File: src/rtl/barret_pkg.sv
// Shared constants and elaboration-time helpers for the Barrett reduction pipe.
// MU and the result width are derived from the modulus and operand width.
package barret_pkg;

  localparam int unsigned Q_DEFAULT     = 3187;
  localparam int unsigned DIN_W_DEFAULT = 23;

  function automatic int unsigned calc_dout_w(input int unsigned q);
    return $clog2(q);
  endfunction

  function automatic logic [63:0] calc_mu(
    input int unsigned q,
    input int unsigned din_w
  );
    logic [63:0] one;
    one = 64'd1;
    return (one << din_w) / 64'(q);
  endfunction

endpackage

File: src/rtl/barret_pipe_stage.sv
// One valid/ready pipeline register; loads whenever it is empty or drains.
// Ready is combinational on the downstream ready so bubbles collapse.
module barret_stage #(
  parameter int unsigned W = 8
) (
  input  logic         clk,
  input  logic         rst_n,
  input  logic         in_valid_i,
  output logic         in_ready_o,
  input  logic [W-1:0] in_data_i,
  output logic         out_valid_o,
  input  logic         out_ready_i,
  output logic [W-1:0] out_data_o
);

  logic         valid_q, valid_d;
  logic [W-1:0] data_q, data_d;

  assign in_ready_o  = !valid_q || out_ready_i;
  assign out_valid_o = valid_q;
  assign out_data_o  = data_q;

  // Next state: take the upstream beat whenever this slot frees up.
  always_comb begin
    valid_d = valid_q;
    data_d  = data_q;
    if (in_ready_o) begin
      valid_d = in_valid_i;
      if (in_valid_i) data_d = in_data_i;
    end
  end

  // Slot register; reset drops any beat in flight.
  always_ff @(posedge clk or negedge rst_n) begin
    if (!rst_n) begin
      valid_q <= 1'b0;
      data_q  <= '0;
    end else begin
      valid_q <= valid_d;
      data_q  <= data_d;
    end
  end

endmodule

File: src/rtl/barret_pipe.sv
// Three-stage Barrett reduction: x mod Q with a tag riding alongside.
// S1 multiplies by MU, S2 forms the coarse residue, S3 corrects it.
module barret_pipe
  import barret_pkg::*;
#(
  parameter int unsigned Q     = Q_DEFAULT,
  parameter int unsigned DIN_W = DIN_W_DEFAULT,
  parameter int unsigned TAG_W = 4,
  parameter int unsigned CNT_W = 32,
  localparam int unsigned DOUT_W = calc_dout_w(Q)
) (
  input  logic              clk,
  input  logic              rst_n,
  input  logic              din_valid,
  output logic              din_ready,
  input  logic [DIN_W-1:0]  din_a,
  input  logic [TAG_W-1:0]  din_tag,
  output logic              dout_valid,
  input  logic              dout_ready,
  output logic [DOUT_W-1:0] dout_r,
  output logic [TAG_W-1:0]  dout_tag,
  output logic [CNT_W-1:0]  done_cnt
);

  localparam int unsigned PW = 2 * DIN_W;
  localparam int unsigned RW = DOUT_W + 2;
  localparam int unsigned W1 = PW + DIN_W + TAG_W;
  localparam int unsigned W2 = RW + TAG_W;
  localparam int unsigned W3 = DOUT_W + TAG_W;

  localparam logic [DIN_W-1:0] MU = DIN_W'(calc_mu(Q, DIN_W));
  localparam logic [RW-1:0]    QV = RW'(Q);

  logic              s1_rdy, s1_valid;
  logic              s2_rdy, s2_valid;
  logic              s3_rdy;
  logic [W1-1:0]     s1_data;
  logic [W2-1:0]     s2_data;
  logic [W3-1:0]     s3_data;

  logic [PW-1:0]     p_d;
  logic [PW-1:0]     s1_p;
  logic [DIN_W-1:0]  s1_x;
  logic [TAG_W-1:0]  s1_tag;

  logic [PW-1:0]     q_full;
  logic [RW-1:0]     q_t, x_t, r0_d;
  logic [RW-1:0]     s2_r0;
  logic [TAG_W-1:0]  s2_tag;

  logic [RW-1:0]     t1, t2;
  logic [DOUT_W-1:0] r_d;

  logic [CNT_W-1:0]  cnt_q, cnt_d;

  assign p_d = PW'(din_a) * PW'(MU);

  barret_stage #(.W(W1)) u_s1 (
    .clk         (clk),
    .rst_n       (rst_n),
    .in_valid_i  (din_valid),
    .in_ready_o  (s1_rdy),
    .in_data_i   ({p_d, din_a, din_tag}),
    .out_valid_o (s1_valid),
    .out_ready_i (s2_rdy),
    .out_data_o  (s1_data)
  );

  assign din_ready = rst_n & s1_rdy;
  assign {s1_p, s1_x, s1_tag} = s1_data;

  // Coarse residue; true value is below 2Q so RW-bit wraparound is exact.
  always_comb begin
    q_full = s1_p >> DIN_W;
    q_t    = RW'(q_full);
    x_t    = RW'(s1_x);
    r0_d   = x_t - q_t * QV;
  end

  barret_stage #(.W(W2)) u_s2 (
    .clk         (clk),
    .rst_n       (rst_n),
    .in_valid_i  (s1_valid),
    .in_ready_o  (s2_rdy),
    .in_data_i   ({r0_d, s1_tag}),
    .out_valid_o (s2_valid),
    .out_ready_i (s3_rdy),
    .out_data_o  (s2_data)
  );

  assign {s2_r0, s2_tag} = s2_data;

  // Final correction: subtract Q up to twice to land in [0, Q).
  always_comb begin
    t1 = s2_r0;
    if (t1 >= QV) t1 = t1 - QV;
    t2 = t1;
    if (t2 >= QV) t2 = t2 - QV;
    r_d = DOUT_W'(t2);
  end

  barret_stage #(.W(W3)) u_s3 (
    .clk         (clk),
    .rst_n       (rst_n),
    .in_valid_i  (s2_valid),
    .in_ready_o  (s3_rdy),
    .in_data_i   ({r_d, s2_tag}),
    .out_valid_o (dout_valid),
    .out_ready_i (dout_ready),
    .out_data_o  (s3_data)
  );

  assign {dout_r, dout_tag} = s3_data;

  // Count results taken by the consumer; wraps naturally.
  always_comb begin
    cnt_d = cnt_q;
    if (dout_valid && dout_ready) cnt_d = cnt_q + CNT_W'(1);
  end

  // Completed-result counter register.
  always_ff @(posedge clk or negedge rst_n) begin
    if (!rst_n) cnt_q <= '0;
    else        cnt_q <= cnt_d;
  end

  assign done_cnt = cnt_q;

endmodule

File: config.mk
export PLATFORM = sky130hd
export DESIGN_NAME = barret_pipe
export DESIGN_NICKNAME = d
export VERILOG_FILES = /design/src/rtl/barret_pkg.sv /design/src/rtl/barret_pipe_stage.sv /design/src/rtl/barret_pipe.sv
export SDC_FILE = /design/constraint.sdc
export NUM_CORES = 1
export LEC_CHECK = 0
export CAP_MARGIN = 20
export CELL_PAD_IN_SITES_DETAIL_PLACEMENT = 1
export CELL_PAD_IN_SITES_GLOBAL_PLACEMENT = 1
export CORE_MARGIN = 5
export CORE_UTILIZATION = 51
export CTS_CLUSTER_DIAMETER = 30
export DETAILED_ROUTE_END_ITERATION = 10
export PLACE_DENSITY = 0.86
export SLEW_MARGIN = 10
export SYNTH_ARGS = -nofsm -noshare
export SYNTH_HDL_FRONTEND = slang
export SYNTH_SLANG_ARGS = --single-unit
File: constraint.sdc
create_clock -name clk -period 12.45 [get_ports clk]
set_input_delay 1.8675 -clock clk [delete_from_list [all_inputs] [get_ports clk]]
set_output_delay 1.8675 -clock clk [all_outputs]
set_load 0.05 [all_outputs]
==> summary.txt <==
Run status
  • Outcome: finished clean

Clocking
  • Number of clock buffers inserted by TritonCTS: 9
  • Count of hold buffers inserted by post-cts repair: 0
  • CTS H-tree lvls: 3
  • Clk root buf: sky130_fd_sc_hd__clkbuf_16
  • PostCTS Resize Cnt: 0
  • Maximum number of buffers from clock root to sink: 2
  • Clock transition at the register clock pins on the worst setup and hold paths after CTS: 0.08 ns
  • # Post-CTS Setup Buffers: 0
  • Clk Latency, worst-skew pair: ~0.37 ns
  • TritonCTS clock tree: built
  • Clock sink count: 99

Floorplanning
  • Number of top-level design ports: 81
  • Floorplan die area: 21,030 sq um
  • Total number of placement rows: slightly below 50
  • Die outline width: around 150 um
  • Die H: 145.0 um
  • Core box area: 17,960 sq um
  • Initial Utilization: 0.5177

STA
  • Unrepaired setup endpoints after global routing: no
  • Setup tns final: 0 ns
  • Final Max Tran Viols: 0
  • Period Utilization, post-route: 0.4976
  • Minimum hold slack: 0.4842 ns
  • Clock period minus final worst setup slack: 6.196 ns
  • Final Hold Vio Count: 0
  • Number of failing setup endpoints in the final timing report: 0
  • Transition time at the pin with the least slew margin: 0.9365 ns
  • Worst relative slew slack: 0.3741
  • Peak clock frequency supported by timing: 0.1614 GHz
  • Max Clock Skew: 0.01260 ns

Worst setup path
  • Critical path startpoint category: input pin
  • WP data required: 12.76 ns
  • Max Fanout on Critical Path: 5
  • Kind of critical path: input pin to flop
  • Endpoint kind of the worst setup timing path: flop
  • Data arrival time of the worst path: ~6.5 ns

Global route
  • Total routing resource utilization after global routing: 0.2196
  • Number of global-route vias before repair: ~7.7k
  • Pin count of the biggest net entering global routing: 55
  • Number of antenna violations at the first check in global routing: 0
  • Global-route wire length before repair: 38,140 um
  • GRT overflow: 0

Synthesis
  • Top-area cell type share of the netlist area: 0.2664
  • Yosys warnings: 0
  • Top cells by area, synth: sky130_fd_sc_hd__dfrtp_1 27%, sky130_fd_sc_hd__ha_1 20%, sky130_fd_sc_hd__fa_1 15%
  • Asr flop ratio synth: 1.000
  • Yosys cell types: 60
  • Top cells by count, synth: 150 x sky130_fd_sc_hd__ha_1, 116 x sky130_fd_sc_hd__inv_1, 99 x sky130_fd_sc_hd__dfrtp_1, 81 x sky130_fd_sc_hd__nand2_1, 68 x sky130_fd_sc_hd__fa_1
  • Synth Instances: 927
  • Cell area after synthesis: 9299 sq um
  • Synth Area per Inst: 10.03 sq um
  • Mapped Nets: around 1.2k
  • Most area-hungry cell type in the Yosys netlist: sky130_fd_sc_hd__dfrtp_1
  • Top FF cell, synth: sky130_fd_sc_hd__dfrtp_1
  • Share of the yosys chip area belonging to registers: 0.2664
  • EDFF count, synth: 0
  • Number of register bits inferred by synthesis: 99
  • Cell with the most instances after synthesis: sky130_fd_sc_hd__ha_1

Drt
  • Overall via count from detail_route: a little under 7k
  • Number of routed nets with antenna violations: 0
  • WL final: about 23,000 um
  • Via density per instance: 5.608
  • Routed WL per cell: between 15 and 20 um
  • TritonRoute pass-1 iters: 4
  • DRC viols: 0
  • Iteration-0 DRC count of the detailed router: 174

Run
  • Number of violations of the max-capacitance limit: 0

Layout
  • Post-layout nets: between 1k and 1.5k
  • Share of layout cells above drive strength 1: 0.05988
  • Count of antenna diodes in the layout: 0
  • Filler instances: 1,980
  • Share of the core filled with cells: 0.5913
  • Area growth from synthesis to layout: 14.24%

Placed design
  • Port Buf Inserts: 80
  • Detailed placement HPWL: 18,290 um
  • Final GP Congestion: 0.8675

Worst hold path
  • Hold crit path type: flop to flop
-- worst max-delay path, stage by stage --
cell	delay, ns
sky130_fd_sc_hd__clkdlybuf4s50_1	0.68
sky130_fd_sc_hd__ha_1	0.32
sky130_fd_sc_hd__fa_1	0.55
sky130_fd_sc_hd__fa_1	0.44
sky130_fd_sc_hd__ha_1	0.31
sky130_fd_sc_hd__ha_1	0.31
sky130_fd_sc_hd__nand4_1	0.10
sky130_fd_sc_hd__a211oi_1	0.27
sky130_fd_sc_hd__o21ai_0	0.11
sky130_fd_sc_hd__a21oi_1	0.18
sky130_fd_sc_hd__a211oi_1	0.12
sky130_fd_sc_hd__a21oi_1	0.34
sky130_fd_sc_hd__a211oi_1	0.18
sky130_fd_sc_hd__or4b_2	0.63
sky130_fd_sc_hd__nand3_1	0.09
-- stage by stage --
| stage | setup slack [ns] | cell area [sq um] | cells |
|---|---|---|---|
| after floorplan | 6.900 | 9299 | 927 |
| after global placement | 5.975 | 10290 | 1215 |
| after detailed placement | 5.840 | 10290 | 1215 |
| after CTS | 6.235 | 10620 | 1231 |
| after global routing | 5.905 | 10620 | 1231 |
| final | 6.254 | 10620 | 1231 |
-- area by class of cell --
class	count	area [sq um]	share of cell area
clock inverter	7	105.1	0.009894
timing repair buffer	82	813.3	0.07656
multi-input combinational	689	6280	0.5912
tap	229	286.5	0.02697
clock buffer	9	225.2	0.02120
sequential	99	2477	0.2332
inverter	116	435.4	0.04099
-- routing by layer --
| metal | GRT usage | vias up | wire, um |
|---|---|---|---|
| li1 | - | 3292 | - |
| met1 | 0.2488 | 3444 | 9030 |
| met2 | 0.4214 | 123 | 12530 |
| met3 | 0.02744 | 45 | 618 |
| met4 | 0.07533 | 0 | 607 |
| met5 | 0 | - | 0 |
-- registers in the layout, indices dropped and copies added (netlist names) --
register,count
u_s3.out_data_o,16
u_s2.out_valid_o,1
u_s3.out_valid_o,1
u_s2.out_data_o,18
done_cnt,32
u_s1.out_valid_o,1
u_s1.out_data_o,30
-- worst paths after layout --
check                      cells past startpoint  slack, ns                  end                 from
max                                           15       6.25  u_s1.out_data_o[61]             din_a[9]
min                                            2       0.48  u_s3.out_data_o[11]  u_s3.out_data_o[11]
max reg2reg                                   18       7.32  u_s2.out_data_o[17]  u_s1.out_data_o[50]
min reg2reg                                    2       0.48  u_s3.out_data_o[11]  u_s3.out_data_o[11]
max in group asynchronous                      2       9.86  u_s3.out_data_o[10]                rst_n
min in group asynchronous                      1       1.47         done_cnt[22]                rst_n
-- cell usage in the layout (no fill, tap or decap), types with 6 or more instances in the layout --
cell | Yosys | final
sky130_fd_sc_hd__xnor2_1 | 57 | 57
sky130_fd_sc_hd__nand2b_1 | 6 | 6
sky130_fd_sc_hd__o21ai_0 | 32 | 32
sky130_fd_sc_hd__and3_1 | 8 | 8
sky130_fd_sc_hd__nand2_1 | 81 | 81
sky130_fd_sc_hd__nor2b_1 | 8 | 8
sky130_fd_sc_hd__o21a_1 | 6 | 6
sky130_fd_sc_hd__a21o_1 | 8 | 8
sky130_fd_sc_hd__a31oi_1 | 6 | 6
sky130_fd_sc_hd__nand4_1 | 17 | 17
sky130_fd_sc_hd__o21ai_1 | 14 | 14
sky130_fd_sc_hd__fa_1 | 68 | 68
sky130_fd_sc_hd__a211oi_1 | 6 | 6
sky130_fd_sc_hd__clkdlybuf4s50_1 | 0 | 79
sky130_fd_sc_hd__dfrtp_1 | 99 | 99
sky130_fd_sc_hd__xor2_1 | 26 | 26
sky130_fd_sc_hd__nand3_1 | 23 | 23
sky130_fd_sc_hd__nor3_1 | 10 | 10
sky130_fd_sc_hd__inv_1 | 116 | 116
sky130_fd_sc_hd__nor2_1 | 45 | 45
sky130_fd_sc_hd__mux2_2 | 28 | 28
sky130_fd_sc_hd__a21oi_1 | 24 | 24
sky130_fd_sc_hd__clkbuf_16 | 0 | 9
sky130_fd_sc_hd__ha_1 | 150 | 150
sky130_fd_sc_hd__o31ai_1 | 10 | 10
-- cells by family after synthesis --
family / Yosys count / synth area share
and+or+nand+nor: 225 / 0.1183
adders and majority gates: 218 / 0.3482
buffers and inverters: 139 / 0.05826
AOI/OAI and AO/OA: 133 / 0.09459
DFF: 99 / 0.2664
xor gates and xnor gates: 83 / 0.07818
muxes: 30 / 0.03606
Power is left out: the tool's default activity adds up to more than one toggle a clock period on the data nets, which glitch-free logic cannot reach.
